File: src/rtl/tile_map_scheduler_pkg.sv
// ---------------------------------------------------------------------------
// tile_map_scheduler_pkg
//   Screen geometry and FSM state encoding shared by the tile map scheduler,
//   its grid counter, the tile drawer and the pixel path.
//
//   SCR_TX / SCR_TY : visible tiles per row / visible tile rows
//   TILE_PX         : tile edge in pixels (power of 2)
//   MAP_TX          : map width in tiles (power of 2, columns wrap modulo it)
//   ST_*            : 3-bit scheduler state codes
// ---------------------------------------------------------------------------
package tile_map_scheduler_pkg;

    localparam int SCR_TX  = 20;
    localparam int SCR_TY  = 15;
    localparam int TILE_PX = 8;
    localparam int MAP_TX  = 64;

    localparam int TILE_SH = $clog2(TILE_PX);
    localparam int MAP_CW  = $clog2(MAP_TX);
    localparam int COL_W   = $clog2(SCR_TX);
    localparam int ROW_W   = $clog2(SCR_TY);

    localparam logic [2:0] ST_IDLE    = 3'd0;
    localparam logic [2:0] ST_FETCH   = 3'd1;
    localparam logic [2:0] ST_MEMWAIT = 3'd2;
    localparam logic [2:0] ST_LATCH   = 3'd3;
    localparam logic [2:0] ST_ISSUE   = 3'd4;
    localparam logic [2:0] ST_BUSY    = 3'd5;
    localparam logic [2:0] ST_NEXT    = 3'd6;
    localparam logic [2:0] ST_DONE    = 3'd7;

endpackage

File: src/rtl/tile_map_scheduler_grid_counter.sv
// ---------------------------------------------------------------------------
// tile_grid_counter
//   Column/row walker over the visible tile grid, raster order.
//
//   clock  in   system clock
//   resetn in   asynchronous active-low reset
//   clr    in   restart at row 0 / col 0
//   inc    in   advance one tile (col wraps into the next row)
//   col    out  current visible column (0..SCR_TX-1)
//   row    out  current visible row    (0..SCR_TY-1)
//   last   out  current tile is the final tile of the frame
// ---------------------------------------------------------------------------
module tile_grid_counter
    import tile_map_scheduler_pkg::*;
(
    input  logic             clock,
    input  logic             resetn,
    input  logic             clr,
    input  logic             inc,
    output logic [COL_W-1:0] col,
    output logic [ROW_W-1:0] row,
    output logic             last
);

    logic [COL_W-1:0] col_reg;
    logic [ROW_W-1:0] row_reg;
    logic             col_end;
    logic             row_end;

    assign col_end = (col_reg == COL_W'(SCR_TX - 1));
    assign row_end = (row_reg == ROW_W'(SCR_TY - 1));

    always_ff @(posedge clock or negedge resetn) begin
        if (!resetn) begin
            col_reg <= '0;
            row_reg <= '0;
        end else if (clr) begin
            col_reg <= '0;
            row_reg <= '0;
        end else if (inc) begin
            if (col_end) begin
                col_reg <= '0;
                // Row wraps too so an increment past the final tile is harmless.
                row_reg <= row_end ? '0 : row_reg + 1'b1;
            end else begin
                col_reg <= col_reg + 1'b1;
            end
        end
    end

    assign col  = col_reg;
    assign row  = row_reg;
    assign last = col_end && row_end;

endmodule

File: src/rtl/tile_map_scheduler.sv
// ---------------------------------------------------------------------------
// tile_map_scheduler
//   Per-frame sequencer for the 8x8 tile drawer. Walks the visible grid,
//   reads each tile index from a synchronous map RAM (coarse horizontal
//   scroll applied to the column), presents origin + index to the drawer
//   with a one-cycle draw pulse and waits for drawDone before moving on.
//
//   clock       in   system clock
//   resetn      in   asynchronous active-low reset
//   frame_start in   one-cycle frame request, only honoured while idle
//   scroll_col  in   first visible map column, sampled with frame_start
//   map_addr    out  map RAM read address (1-cycle read latency)
//   map_q       in   map RAM read data
//   draw        out  one-cycle pulse to the tile drawer
//   drawDone    in   drawer idle/finished
//   tile_x      out  pixel x origin of current tile
//   tile_y      out  pixel y origin of current tile
//   tile_id     out  bitmap index of current tile
//   busy        out  frame in progress
//   frameDone   out  one-cycle pulse after the last tile
// ---------------------------------------------------------------------------
module tile_map_scheduler
    import tile_map_scheduler_pkg::*;
#(
    parameter int MAP_AW     = 10,
    parameter int ID_W       = 4,
    parameter int SKIP_EMPTY = 1
) (
    input  logic              clock,
    input  logic              resetn,
    input  logic              frame_start,
    input  logic [MAP_CW-1:0] scroll_col,
    output logic [MAP_AW-1:0] map_addr,
    input  logic [ID_W-1:0]   map_q,
    output logic              draw,
    input  logic              drawDone,
    output logic [7:0]        tile_x,
    output logic [6:0]        tile_y,
    output logic [ID_W-1:0]   tile_id,
    output logic              busy,
    output logic              frameDone
);

    logic [2:0]        state_reg;
    logic [2:0]        state_next;
    logic [MAP_CW-1:0] scroll_reg;
    logic [MAP_AW-1:0] map_addr_reg;
    logic [7:0]        tile_x_reg;
    logic [6:0]        tile_y_reg;
    logic [ID_W-1:0]   tile_id_reg;

    logic [COL_W-1:0]  col;
    logic [ROW_W-1:0]  row;
    logic              grid_last;
    logic              grid_clr;
    logic              grid_inc;

    logic [MAP_CW-1:0] map_col;
    logic [MAP_AW-1:0] fetch_addr;
    logic              tile_empty;

    assign grid_clr = (state_reg == ST_IDLE) && frame_start;
    assign grid_inc = (state_reg == ST_NEXT);

    tile_grid_counter u_grid (
        .clock  (clock),
        .resetn (resetn),
        .clr    (grid_clr),
        .inc    (grid_inc),
        .col    (col),
        .row    (row),
        .last   (grid_last)
    );

    // Column sum is held to MAP_CW bits so the scroll wraps around the map.
    // MAP_TX is a power of 2, so row*MAP_TX + column is a plain concatenation.
    assign map_col    = MAP_CW'(col) + scroll_reg;
    assign fetch_addr = MAP_AW'({row, map_col});
    assign tile_empty = (SKIP_EMPTY != 0) && (map_q == '0);

    always_comb begin
        state_next = state_reg;
        case (state_reg)
            ST_IDLE:    if (frame_start) state_next = ST_FETCH;
            ST_FETCH:   state_next = ST_MEMWAIT;
            ST_MEMWAIT: state_next = ST_LATCH;
            ST_LATCH:   state_next = tile_empty ? ST_NEXT : ST_ISSUE;
            // drawDone is ignored in ISSUE: the drawer only drops it the cycle after draw.
            ST_ISSUE:   state_next = ST_BUSY;
            ST_BUSY:    if (drawDone) state_next = ST_NEXT;
            ST_NEXT:    state_next = grid_last ? ST_DONE : ST_FETCH;
            ST_DONE:    state_next = ST_IDLE;
            default:    state_next = ST_IDLE;
        endcase
    end

    always_ff @(posedge clock or negedge resetn) begin
        if (!resetn) begin
            state_reg    <= ST_IDLE;
            scroll_reg   <= '0;
            map_addr_reg <= '0;
            tile_x_reg   <= '0;
            tile_y_reg   <= '0;
            tile_id_reg  <= '0;
        end else begin
            state_reg <= state_next;
            if (grid_clr) begin
                scroll_reg <= scroll_col;
            end
            if (state_reg == ST_FETCH) begin
                map_addr_reg <= fetch_addr;
            end
            // Origin and index only move here, so they stay put for the whole draw.
            if (state_reg == ST_LATCH) begin
                tile_id_reg <= map_q;
                tile_x_reg  <= 8'({col, {TILE_SH{1'b0}}});
                tile_y_reg  <= 7'({row, {TILE_SH{1'b0}}});
            end
        end
    end

    // Strobes decode straight from the registered state, so they clear the
    // instant resetn falls.
    assign draw      = (state_reg == ST_ISSUE);
    assign frameDone = (state_reg == ST_DONE);
    assign busy      = (state_reg != ST_IDLE) && (state_reg != ST_DONE);
    assign map_addr  = map_addr_reg;
    assign tile_x    = tile_x_reg;
    assign tile_y    = tile_y_reg;
    assign tile_id   = tile_id_reg;

endmodule

File: config.mk
export PLATFORM = sky130hd
export DESIGN_NAME = tile_map_scheduler
export DESIGN_NICKNAME = d
export VERILOG_FILES = /design/src/rtl/tile_map_scheduler_pkg.sv /design/src/rtl/tile_map_scheduler_grid_counter.sv /design/src/rtl/tile_map_scheduler.sv
export SDC_FILE = /design/constraint.sdc
export NUM_CORES = 1
export LEC_CHECK = 0
export ABC_AREA = 1
export CAP_MARGIN = 20
export CORE_MARGIN = 4
export CORE_UTILIZATION = 50
export CTS_CLUSTER_DIAMETER = 30
export DETAILED_ROUTE_END_ITERATION = 6
export PLACE_DENSITY = 0.81
export SETUP_SLACK_MARGIN = 0.05
export SYNTH_ARGS = -nofsm -noshare
export SYNTH_HDL_FRONTEND = slang
export SYNTH_HIERARCHICAL = 1
export SYNTH_SLANG_ARGS = --single-unit
File: constraint.sdc
create_clock -name clock -period 2.1 [get_ports clock]
set_input_delay 0.42 -clock clock [delete_from_list [all_inputs] [get_ports clock]]
set_output_delay 0.42 -clock clock [all_outputs]
set_load 0.1 [all_outputs]
==> results.txt <==
----------------------------------------------------
[STA]
  Final worst-path cycle share ... 0.8435
  Final setup slack of the worst path ... 0.3287 ns
  Period minus WS final ... 1.771 ns
  Number of failing setup endpoints in the final timing report ... 0
  Transition at the pin with the smallest max-transition slack ... 0.5135 ns
  Unrepaired setup endpoints after global routing ... no
  Maximum clock frequency ... 0.5646 GHz
  Slew Limit Fails ... 0
  Worst slew slack as a fraction of its limit ... 0.6577
  Final Skew ... 0.006068 ns
  Number of hold violations in the final report ... 0
  Total negative slack ... 0 ns

[Routing]
  Wire length per cell after detailed routing ... 12.30 um
  Via-to-Cell Ratio ... 4.870
  Total vias in the final route ... 1612
  Final wirelength ... 4.072 mm
  1st-iter DRT viols ... 86
  Number of iterations in the first detailed-routing pass ... 4
  Remaining routing DRC violations ... 0
  Antenna Nets Post-Route ... 0

[Clocking]
  CTS HTree Levels ... 2
  Clock transition at path regs ... 0.07 ns
  Buffer type at the clock tree root ... clkbuf_8
  Clock buffer count from CTS ... 5
  Post-cts hold buffer count ... 0
  Insertion delay to the later sink of the worst-skew pair ... 0.30 ns
  Setup repair bufs after CTS ... 0
  Clock tree from TritonCTS ... yes
  Max clock buf depth ... 2
  Number of gates resized after CTS ... 0
  Num Clock Sinks ... 41

[Critical path]
  CP Data Arrival Time ... 1.35 ns
  Critical-path top delay cell ... dfrtp_1
  FF-to-FF path depth ... 10
  Delay contributed by the slowest stage of the critical path ... 0.44 ns
  Maximum fanout along the worst path ... 6
  Critical path endpoint ... busy
  Endpoint of the worst register-to-register path ... u_grid/col[2]
  Sequence of cells on the critical path ... inv_2 -> nand3_1 -> inv_2 -> nor2_2 -> buf_12
  Minimum setup slack among reg-to-reg paths ... 0.45 ns
  Critical Path Most Common Cell ... inv_2
  Critical path origin ... state_reg[2]
  Crit Reg-Reg Startpoint ... state_reg[2]
  Critical path launch point type ... flop
  Kind of critical path ... reg2out
  CP Capture Type ... output port
  Required time of the critical path ... 1.68 ns

[Placed design]
  Setup Slack @ Placement ... 0.3405 ns
  DP Area ... 2507 um2
  Port buffer count ... 39
  Final Wtd Congestion ... 0.8342
  HPWL Detailed ... 3.060 mm

[Cells and area]
  Fraction of layout instances using a drive strength above 1 ... 0.2491
  Area added between synthesis and finish ... 22.01%
  Max FFs per register ... 10
  Final-stage net count ... 303
  Commonest non-fill, non-tap cell in the layout ... nand2_1
  Final design instance area without fill ... 2594 um2
  Number of inserted diodes ... 0
  Final core utilization ... 0.6392
  Most used cells in the layout excluding fill and tap cells ... nand2_1 (65), dfrtp_1 (41), buf_4 (24)

[Die]
  Placement Rows ... 23
  Die Outline Area ... 5359 um2
  Starting density of the core ... 0.5239
  Placeable core area ... 4058 um2
  Chip width ... 73.21 um
  Die H ... 73.21 um
  Number of ports placed on the die boundary ... 46

[Yosys]
  Synthesized flop and latch total ... 41
  Largest cells by area after synthesis ... dfrtp_1 (48%), nand2_1 (11%), ha_1 (4.7%), inv_1 (3.7%), nand3_1 (3.5%)
  Cell type contributing the most total cell area after synthesis ... dfrtp_1
  Synth Instances ... 237
  Average size of a mapped cell ... 8.970 um2
  Area of the mapped netlist ... 2126 um2
  Warnings from Yosys ... 6
  Synth cell types ... 31
  Seq/Total Area, Yosys ... 0.4826
  Area share of the largest cell type after synthesis ... 0.4826

[GRT]
  Total Routing Usage GR ... 0.1722
  Wire length of the first global-routing pass ... 7.010 mm
  Largest net degree at the start of global routing ... 42
  Initial antenna violation count ... 0
  Remaining global-route overflow ... 0
  Via count of the first global-routing pass ... 1566

[Worst hold path]
  Hold/Removal Path Class ... in2async

[Status]
  Run status ... completed

[Run]
  Number of max-cap violations ... 0

----------------------------------------------------
area by class of cell:
cell class,count,area (um2)
clock buffer,5,68.82
clock inverter,3,17.52
fill,342,1464
inverter,30,115.1
multi-input combinational,162,938.4
sequential,41,1026
tap,50,62.56
timing repair buffer,40,365.4
routing by layer:
| metal | up-vias | global-route usage | part of all wire |
|---|---|---|---|
| li1 | 825 | - | - |
| met1 | 747 | 0.2250 | 0.47 |
| met2 | 31 | 0.2671 | 0.46 |
| met3 | 9 | 0.03306 | 0.041 |
| met4 | 0 | 0.09631 | 0.028 |
| met5 | - | 0 | 0 |
worst max-delay path, delay by kind of cell (launching register included):
family,cells,cell delay (ns)
flip-flops,1,0.44
AND/OR/NAND/NOR,2,0.25
buffers and inverters,3,0.36
logic make-up after synthesis:
kind of cell	after synthesis	synth area share
DFF	41	0.4826
and+or+nand+nor	110	0.2407
adders and majority gates	9	0.05651
other	1	0.001764
muxes	6	0.03885
AOI/OAI and AO/OA	27	0.07475
xor gates and xnor gates	4	0.01648
buffers and inverters	39	0.08829
stage by stage:
step | hold slack [ns] | std cells
after floorplan | 0.1244 | 242
after global placement | 0.4584 | 323
after detailed placement | 0.4629 | 323
after CTS | 0.1867 | 331
after global routing | 0.2148 | 331
final | 0.1666 | 331
how the worst min path moves through the flow:
stage                start  cells after the start       endpoint
2_1_floorplan       resetn                      0    map_addr[0]
3_3_place_gp   map_addr[0]                      2    map_addr[0]
5_1_grt             resetn                      2    map_addr[5]
6_report            resetn                      2  scroll_reg[4]
4_1_cts             resetn                      2  u_grid/col[3]
3_5_place_dp   map_addr[0]                      2    map_addr[0]
cell usage after synthesis:
cell type / instances
buf_2: 1
o21ai_0: 2
nor3_4: 1
mux2_4: 4
nand3_2: 1
nand3b_1: 2
inv_1: 21
nand4_1: 3
nor3_2: 1
or2_2: 2
xor2_1: 4
buf_6: 2
buf_4: 6
nand3_1: 15
inv_2: 7
nand2_4: 3
conb_1: 1
inv_4: 1
fa_1: 1
nor2_2: 1
mux2_1: 2
o21ai_1: 15
nor2_1: 12
ha_1: 8
nand2_2: 4
o21ai_2: 6
dfrtp_1: 41
a21oi_1: 3
o22ai_1: 1
clkinv_1: 1
nand2_1: 65
Power is left out: the tool's default activity adds up to more than one toggle a clock period on the data nets, which glitch-free logic cannot reach.
